### config.mk
export PLATFORM = sky130hd
export DESIGN_NAME = alu_cmd_sequencer
export DESIGN_NICKNAME = d
export VERILOG_FILES = /design/src/rtl/alu_pkg.sv /design/src/rtl/alu_seq_timer.sv /design/src/rtl/alu_cmd_sequencer.sv
export SDC_FILE = /design/constraint.sdc
export NUM_CORES = 1
export LEC_CHECK = 0
export BUFFER_PORTS_ARGS = -buffer_cell sky130_fd_sc_hd__buf_2
export CORE_MARGIN = 3
export CORE_UTILIZATION = 47
export CTS_BUF_LIST = sky130_fd_sc_hd__clkbuf_8
export CTS_CLUSTER_SIZE = 30
export DETAILED_ROUTE_END_ITERATION = 7
export PLACE_DENSITY = 0.77
export SLEW_MARGIN = 20
export SYNTH_ARGS = -nofsm -noshare
export SYNTH_HDL_FRONTEND = slang
export SYNTH_SLANG_ARGS = --single-unit
### constraint.sdc
create_clock -name clk -period 1.4 [get_ports clk]
set_input_delay 0.14 -clock clk [delete_from_list [all_inputs] [get_ports clk]]
set_output_delay 0.14 -clock clk [all_outputs]
set_load 0.05 [all_outputs]
### src/rtl/alu_pkg.sv
// Shared definitions for the ALU command sequencer: opcodes, FSM states and
// response status bit positions.
package alu_pkg;

  localparam logic [2:0] OP_ADD = 3'd0;
  localparam logic [2:0] OP_SUB = 3'd1;
  localparam logic [2:0] OP_MUL = 3'd2;
  localparam logic [2:0] OP_DIV = 3'd3;
  localparam logic [2:0] OP_AND = 3'd4;
  localparam logic [2:0] OP_OR  = 3'd5;
  localparam logic [2:0] OP_XOR = 3'd6;
  localparam logic [2:0] OP_NOT = 3'd7;

  localparam int unsigned STAT_FLAG = 0;
  localparam int unsigned STAT_DIV0 = 1;

  typedef enum logic [2:0] {
    S_OP, S_A, S_B, S_ISSUE, S_WAIT, S_RSP0, S_RSP1
  } seq_state_e;

  function automatic logic is_div0(input logic [2:0] sel, input logic [7:0] b);
    return (sel == OP_DIV) && (b == 8'h00);
  endfunction

endpackage

### src/rtl/alu_seq_timer.sv
// Inter-byte idle counter: counts cycles while enabled, restarts on clear, and
// flags expiry on the cycle the count would reach FRAME_TIMEOUT (0 disables).
module alu_seq_timer #(
  parameter int unsigned FRAME_TIMEOUT = 255
) (
  input  logic clk,
  input  logic rst,
  input  logic i_clr,
  input  logic i_en,
  output logic o_expire
);

  if (FRAME_TIMEOUT == 0) begin : g_off
    logic w_unused_in;
    assign w_unused_in = ^{clk, rst, i_clr, i_en};
    assign o_expire    = 1'b0;
  end else begin : g_on
    localparam int unsigned CW = (FRAME_TIMEOUT > 1) ? $clog2(FRAME_TIMEOUT) : 1;
    logic [CW-1:0] r_cnt;

    always_ff @(posedge clk) begin
      if (rst || i_clr || !i_en) r_cnt <= '0;
      else                       r_cnt <= r_cnt + CW'(1);
    end

    assign o_expire = i_en && !i_clr && (r_cnt == CW'(FRAME_TIMEOUT - 1));
  end

endmodule

### src/rtl/alu_cmd_sequencer.sv
// Turns 3-byte command frames (opcode, A, B) into one ALU operation and returns
// a 2-byte response (result, status). Optional macro: ALU_DIV0_GUARD_EN.
module alu_cmd_sequencer
  import alu_pkg::*;
#(
  parameter int unsigned ALU_LATENCY   = 1,
  parameter int unsigned FRAME_TIMEOUT = 255
) (
  input  logic       clk,
  input  logic       rst,
  input  logic [7:0] i_cmd_data,
  input  logic       i_cmd_valid,
  output logic       o_cmd_ready,
  output logic [7:0] o_rsp_data,
  output logic       o_rsp_valid,
  input  logic       i_rsp_ready,
  output logic [7:0] o_alu_a,
  output logic [7:0] o_alu_b,
  output logic [2:0] o_alu_sel,
  output logic       o_alu_load,
  input  logic [7:0] i_alu_out,
  input  logic       i_alu_flag,
  output logic       o_busy,
  output logic       o_frame_err
);

`ifdef ALU_DIV0_GUARD_EN
  localparam bit Div0Guard = 1'b1;
`else
  localparam bit Div0Guard = 1'b0;
`endif

  localparam int unsigned WW = (ALU_LATENCY > 1) ? $clog2(ALU_LATENCY) : 1;

  seq_state_e r_state;
  logic [7:0] r_alu_a, r_alu_b, r_res;
  logic [2:0] r_alu_sel;
  logic       r_alu_load, r_flg, r_div0, r_frame_err;
  logic [WW-1:0] r_wait;

  logic       w_cmd_fire, w_expire, w_idle_en;
  logic [7:0] w_status;

  assign w_cmd_fire = i_cmd_valid && o_cmd_ready;
  assign w_idle_en  = (r_state == S_A) || (r_state == S_B);

  alu_seq_timer #(
    .FRAME_TIMEOUT(FRAME_TIMEOUT)
  ) u_timer (
    .clk     (clk),
    .rst     (rst),
    .i_clr   (w_cmd_fire),
    .i_en    (w_idle_en),
    .o_expire(w_expire)
  );

  always_ff @(posedge clk) begin
    if (rst) begin
      r_state     <= S_OP;
      r_alu_a     <= '0;
      r_alu_b     <= '0;
      r_alu_sel   <= '0;
      r_alu_load  <= 1'b0;
      r_res       <= '0;
      r_flg       <= 1'b0;
      r_div0      <= 1'b0;
      r_frame_err <= 1'b0;
      r_wait      <= '0;
    end else begin
      r_alu_load  <= 1'b0;
      r_frame_err <= 1'b0;
      unique case (r_state)
        S_OP: if (w_cmd_fire) begin
          r_alu_sel <= i_cmd_data[2:0];
          r_state   <= S_A;
        end
        S_A: if (w_cmd_fire) begin
          r_alu_a <= i_cmd_data;
          r_state <= S_B;
        end else if (w_expire) begin
          r_frame_err <= 1'b1;
          r_state     <= S_OP;
        end
        S_B: if (w_cmd_fire) begin
          r_alu_b <= i_cmd_data;
          // Load is registered, so the guard decision is made as B arrives.
          r_alu_load <= !(Div0Guard && is_div0(r_alu_sel, i_cmd_data));
          r_state    <= S_ISSUE;
        end else if (w_expire) begin
          r_frame_err <= 1'b1;
          r_state     <= S_OP;
        end
        S_ISSUE: begin
          r_wait <= '0;
          if (Div0Guard && is_div0(r_alu_sel, r_alu_b)) begin
            r_res   <= 8'h00;
            r_flg   <= 1'b0;
            r_div0  <= 1'b1;
            r_state <= S_RSP0;
          end else begin
            r_div0  <= 1'b0;
            r_state <= S_WAIT;
          end
        end
        S_WAIT: begin
          if (r_wait == WW'(ALU_LATENCY - 1)) begin
            r_res   <= i_alu_out;
            r_flg   <= i_alu_flag;
            r_state <= S_RSP0;
          end else begin
            r_wait <= r_wait + WW'(1);
          end
        end
        S_RSP0: if (i_rsp_ready) r_state <= S_RSP1;
        S_RSP1: if (i_rsp_ready) r_state <= S_OP;
        default: r_state <= S_OP;
      endcase
    end
  end

  always_comb begin
    w_status            = '0;
    w_status[STAT_FLAG] = r_flg;
    w_status[STAT_DIV0] = r_div0;
  end

  always_comb begin
    o_rsp_data = '0;
    if (r_state == S_RSP0)      o_rsp_data = r_res;
    else if (r_state == S_RSP1) o_rsp_data = w_status;
  end

  assign o_cmd_ready = !rst && ((r_state == S_OP) || (r_state == S_A) || (r_state == S_B));
  assign o_rsp_valid = (r_state == S_RSP0) || (r_state == S_RSP1);
  assign o_busy      = (r_state != S_OP);
  assign o_alu_a     = r_alu_a;
  assign o_alu_b     = r_alu_b;
  assign o_alu_sel   = r_alu_sel;
  assign o_alu_load  = r_alu_load;
  assign o_frame_err = r_frame_err;

endmodule
==> summary.md <==
| Metric | Value |
|---|---|
| Outcome | `complete, but fails checks` |
| Violated checks | `setup timing` |
| Async set or reset register ratio after synthesis | `0` |
| Final hold vios | `0` |
| CP top delay family | `simple AND/OR/NAND/NOR gates` |
| Final setup fails | `10` |
| Via count | `1522` |
| Final clock period utilization by the worst path | `1.060` |
| Number of antenna violations at the first check in global routing | `0` |
| CTS tree | `yes` |
| Largest family of logic cells by synthesized area | `simple AND/OR/NAND/NOR gates` |
| Area fraction of the dominant cell type after synthesis | `0.4792` |
| Die height | `66.37 microns` |
| Ant diodes | `0` |
| Synth area leaders | `dfxtp_1, mux2i_1, nor2_1, and3_1, nor2b_1` |
| Commonest cells after routing, fill and taps aside | `nor2_1, buf_2, dfxtp_1` |
| Root buf cell | `clkbuf_8` |
| Critical path's largest stage delay | `0.40 ns` |
| Avg Cell Area, Syn | `9.259 sq um` |
| Minimum clock period | `1.484 ns` |
| Post-route DRC | `0` |
| Dpl cells | `289` |
| Hold crit path type | `in -> reg` |
| Drt wl/cell | `12.42 microns` |
| Starting DRT DRC Count | `88` |
| Peak supply drop | `795.6 uV` |
| Dpl hpwl | `2.663 mm` |
| Clock transition at path regs | `0.07 ns` |
| DIE AREA | `4405 sq um` |
| Worst slew pin tran | `0.2632 ns` |
| Final WL | `3.715 mm` |
| Port bufs | `52` |
| Grt total ovfl | `0` |
| Max clock buf depth | `2` |
| Fin Hold WS | `0.09344 ns` |
| Hold_sp | `i_alu_out[4]` |
| Hold buffers post-CTS | `0` |
| Skew final | `0.002448 ns` |
| Chip width | `66.37 microns` |
| Post-Syn Area | `1713 sq um` |
| Non-Filler Instances | `299` |
| Max Clk Rate | `673.8 MHz` |
| Slowest-stage cell, CP | `or3_4` |
| Crit path kind | `reg -> out` |
| Post-route antenna net violation count | `0` |
| Seq/Total Area, Yosys | `0.4792` |
| Ports | `53` |
| Vias per std cell | `5.090` |
| Compound-cell area share of the yosys netlist | `0.04675` |
| CP Data Arrival Time | `1.34 ns` |
| Max_cap viols | `0` |
| Top_reg_cell synth | `dfxtp_1` |
| Pins Over Slew Limit | `0` |
| Worst skew pair latency | `0.28 ns` |
| Critical path, cell by cell | `buf_6 -> or3_4 -> buf_8` |
| Synth area leader | `dfxtp_1` |
| WHS Path Cells | `3` |
| CP Depth | `3` |
| CP endpoint kind | `output port` |
| Area growth, synth to finish | `40.98%` |
| R2R Path Start | `r_state[1]` |
| Clock sinks | `41` |
| Vias in the first global route | `1445` |
| Worst Path Max Fanout | `4` |
| Htree depth | `2` |
| Post-Synth Adder-Cell Area | `0.01461` |
| XOR/XNOR Fraction of Synth Area | `0.03068` |
| Worst reg2reg setup slack | `0.02 ns` |
| Final WS setup | `-0.08414 ns` |
| Fraction of layout cells with a size suffix above 1 | `0.3992` |
| Largest net degree at the start of global routing | `20` |
| Total power | `0.002333 W` |
| Synthesized instance count | `185` |
| Pleak | `1.121 nW` |
| Drt first pass iters | `4` |
| Post-Syn Nets | `208` |
| Synthesis-stage register bit count | `41` |
| Reg2reg end | `o_alu_sel[1]` |
| Synth unique cells | `31` |
| Total routing usage reported by global routing | `0.1809` |
| Worst Reg-to-Reg Cells | `5` |
| Nets | `275` |
| Worst path bufs/invs | `2` |
| First-pass GRT wire length | `6.216 mm` |
| Initial core utilization | `0.5015` |
| Yosys warnings | `0` |
| RD Place Congestion | `0.7774` |
| Pwr per Cell Area | `966.2 nW/um^2` |
| Hold EP | `r_res[4]` |
| Rel. slew slack | `0.8232` |
| Worst Path Required | `1.26 ns` |
| Multiplexer area fraction after synthesis | `0.1636` |
| Number of enable flip-flop cells after synthesis | `0` |
| RSZ-0062 raised after global routing | `true` |
| Core area | `3416 sq um` |
| CTS buffer count | `5` |
| Rows | `21` |
| Synth Area in Simple Gates | `0.2257` |
| CP startpoint kind | `flip-flop` |
[per-layer routing]
| layer | track usage | up-vias | part of all wire |
|---|---|---|---|
| met1 | 0.2193 | 722 | 0.42 |
| met3 | 0.06463 | 0 | 0.075 |
| met2 | 0.3098 | 46 | 0.51 |
| li1 | - | 754 | - |
| met5 | 0 | - | 0 |
| met4 | 0.03046 | 0 | 0 |
[cell families (layout without fill, tap and decap cells)]
group | count (synthesis) | after routing
xor+xnor | 6 | 6
flops | 41 | 41
buf+inv | 16 | 84
mux | 28 | 28
fa+ha+maj | 2 | 2
compound gates | 12 | 12
simple gates | 80 | 80
[worst max path at each step]
stage               startpoint                     to
finish              r_state[1]                 o_busy
CTS                 r_state[1]                 o_busy
detailed placement  r_state[0]  u_timer.g_on.r_cnt[5]
floorplan           r_state[2]          o_rsp_data[0]
global route        r_state[0]            o_rsp_valid
global placement    r_state[0]  u_timer.g_on.r_cnt[5]
[area by class of cell]
class	count	area [sq um]
inverters	3	11.26
clock inverters	1	5.005
flip-flops and latches	41	832.0
repair buffers	73	520.5
well taps	46	57.56
clock buffers	7	96.34
multi-input cells	128	892.1
fillers	285	1001
[through the flow]
step           instance area, sq um  TNS (ns)  utilization  setup slack, ns
3_5_place_dp                   2160         0       0.6322          0.01914
5_1_grt                        2415    -1.118       0.7070          -0.1312
3_3_place_gp                   2160         0       0.6322          0.05282
2_1_floorplan                  1752   -0.3966            -          -0.1368
6_report                       2415   -0.4047       0.7070         -0.08414
4_1_cts                        2395   -0.4407       0.7011         -0.08600
[synth_stat cells (2+ instances only)]
cell type and n:
o21ai_0 4, and3_1 7, and2_1 2, nand2_1 7
ha_1 2, nor3_1 3, mux2i_1 28, inv_1 3
nor2_1 41, nor3b_1 3, a22oi_1 2, nor2b_1 6
clkbuf_1 7, dfxtp_1 41, xnor2_1 3, buf_2 6
nand3_1 4, xor2_1 3
[registers in the layout (all words and copies together), names as in the netlist]
| signal | flops |
|---|---|
| o_alu_sel | 3 |
| r_state | 3 |
| o_alu_load | 1 |
| o_alu_a | 8 |
| o_alu_b | 8 |
| r_res | 8 |
| u_timer.g_on.r_cnt | 8 |
| o_frame_err | 1 |
| r_flg | 1 |
[what timing repair did]
action | 4_1_cts | 5_1_grt
cloned | 0 | 0
setup buffers | 2 | 0
endpoints found under the setup margin | 11 | 22
pin swaps | 3 | 1
resized for setup | 37 | 6
[where the power goes]
part	internal [W]	switching, W
Clock	0.000445	0.000371
Sequential	0.00118	0.0000155
Combinational	0.000134	0.000184
[tightest hold or removal path, cell delays in order]
cell and delay, ns:
buf_2 0.07, mux2i_1 0.06, nor2_1 0.07
No activity file was read; power rests on OpenSTA's default activity.
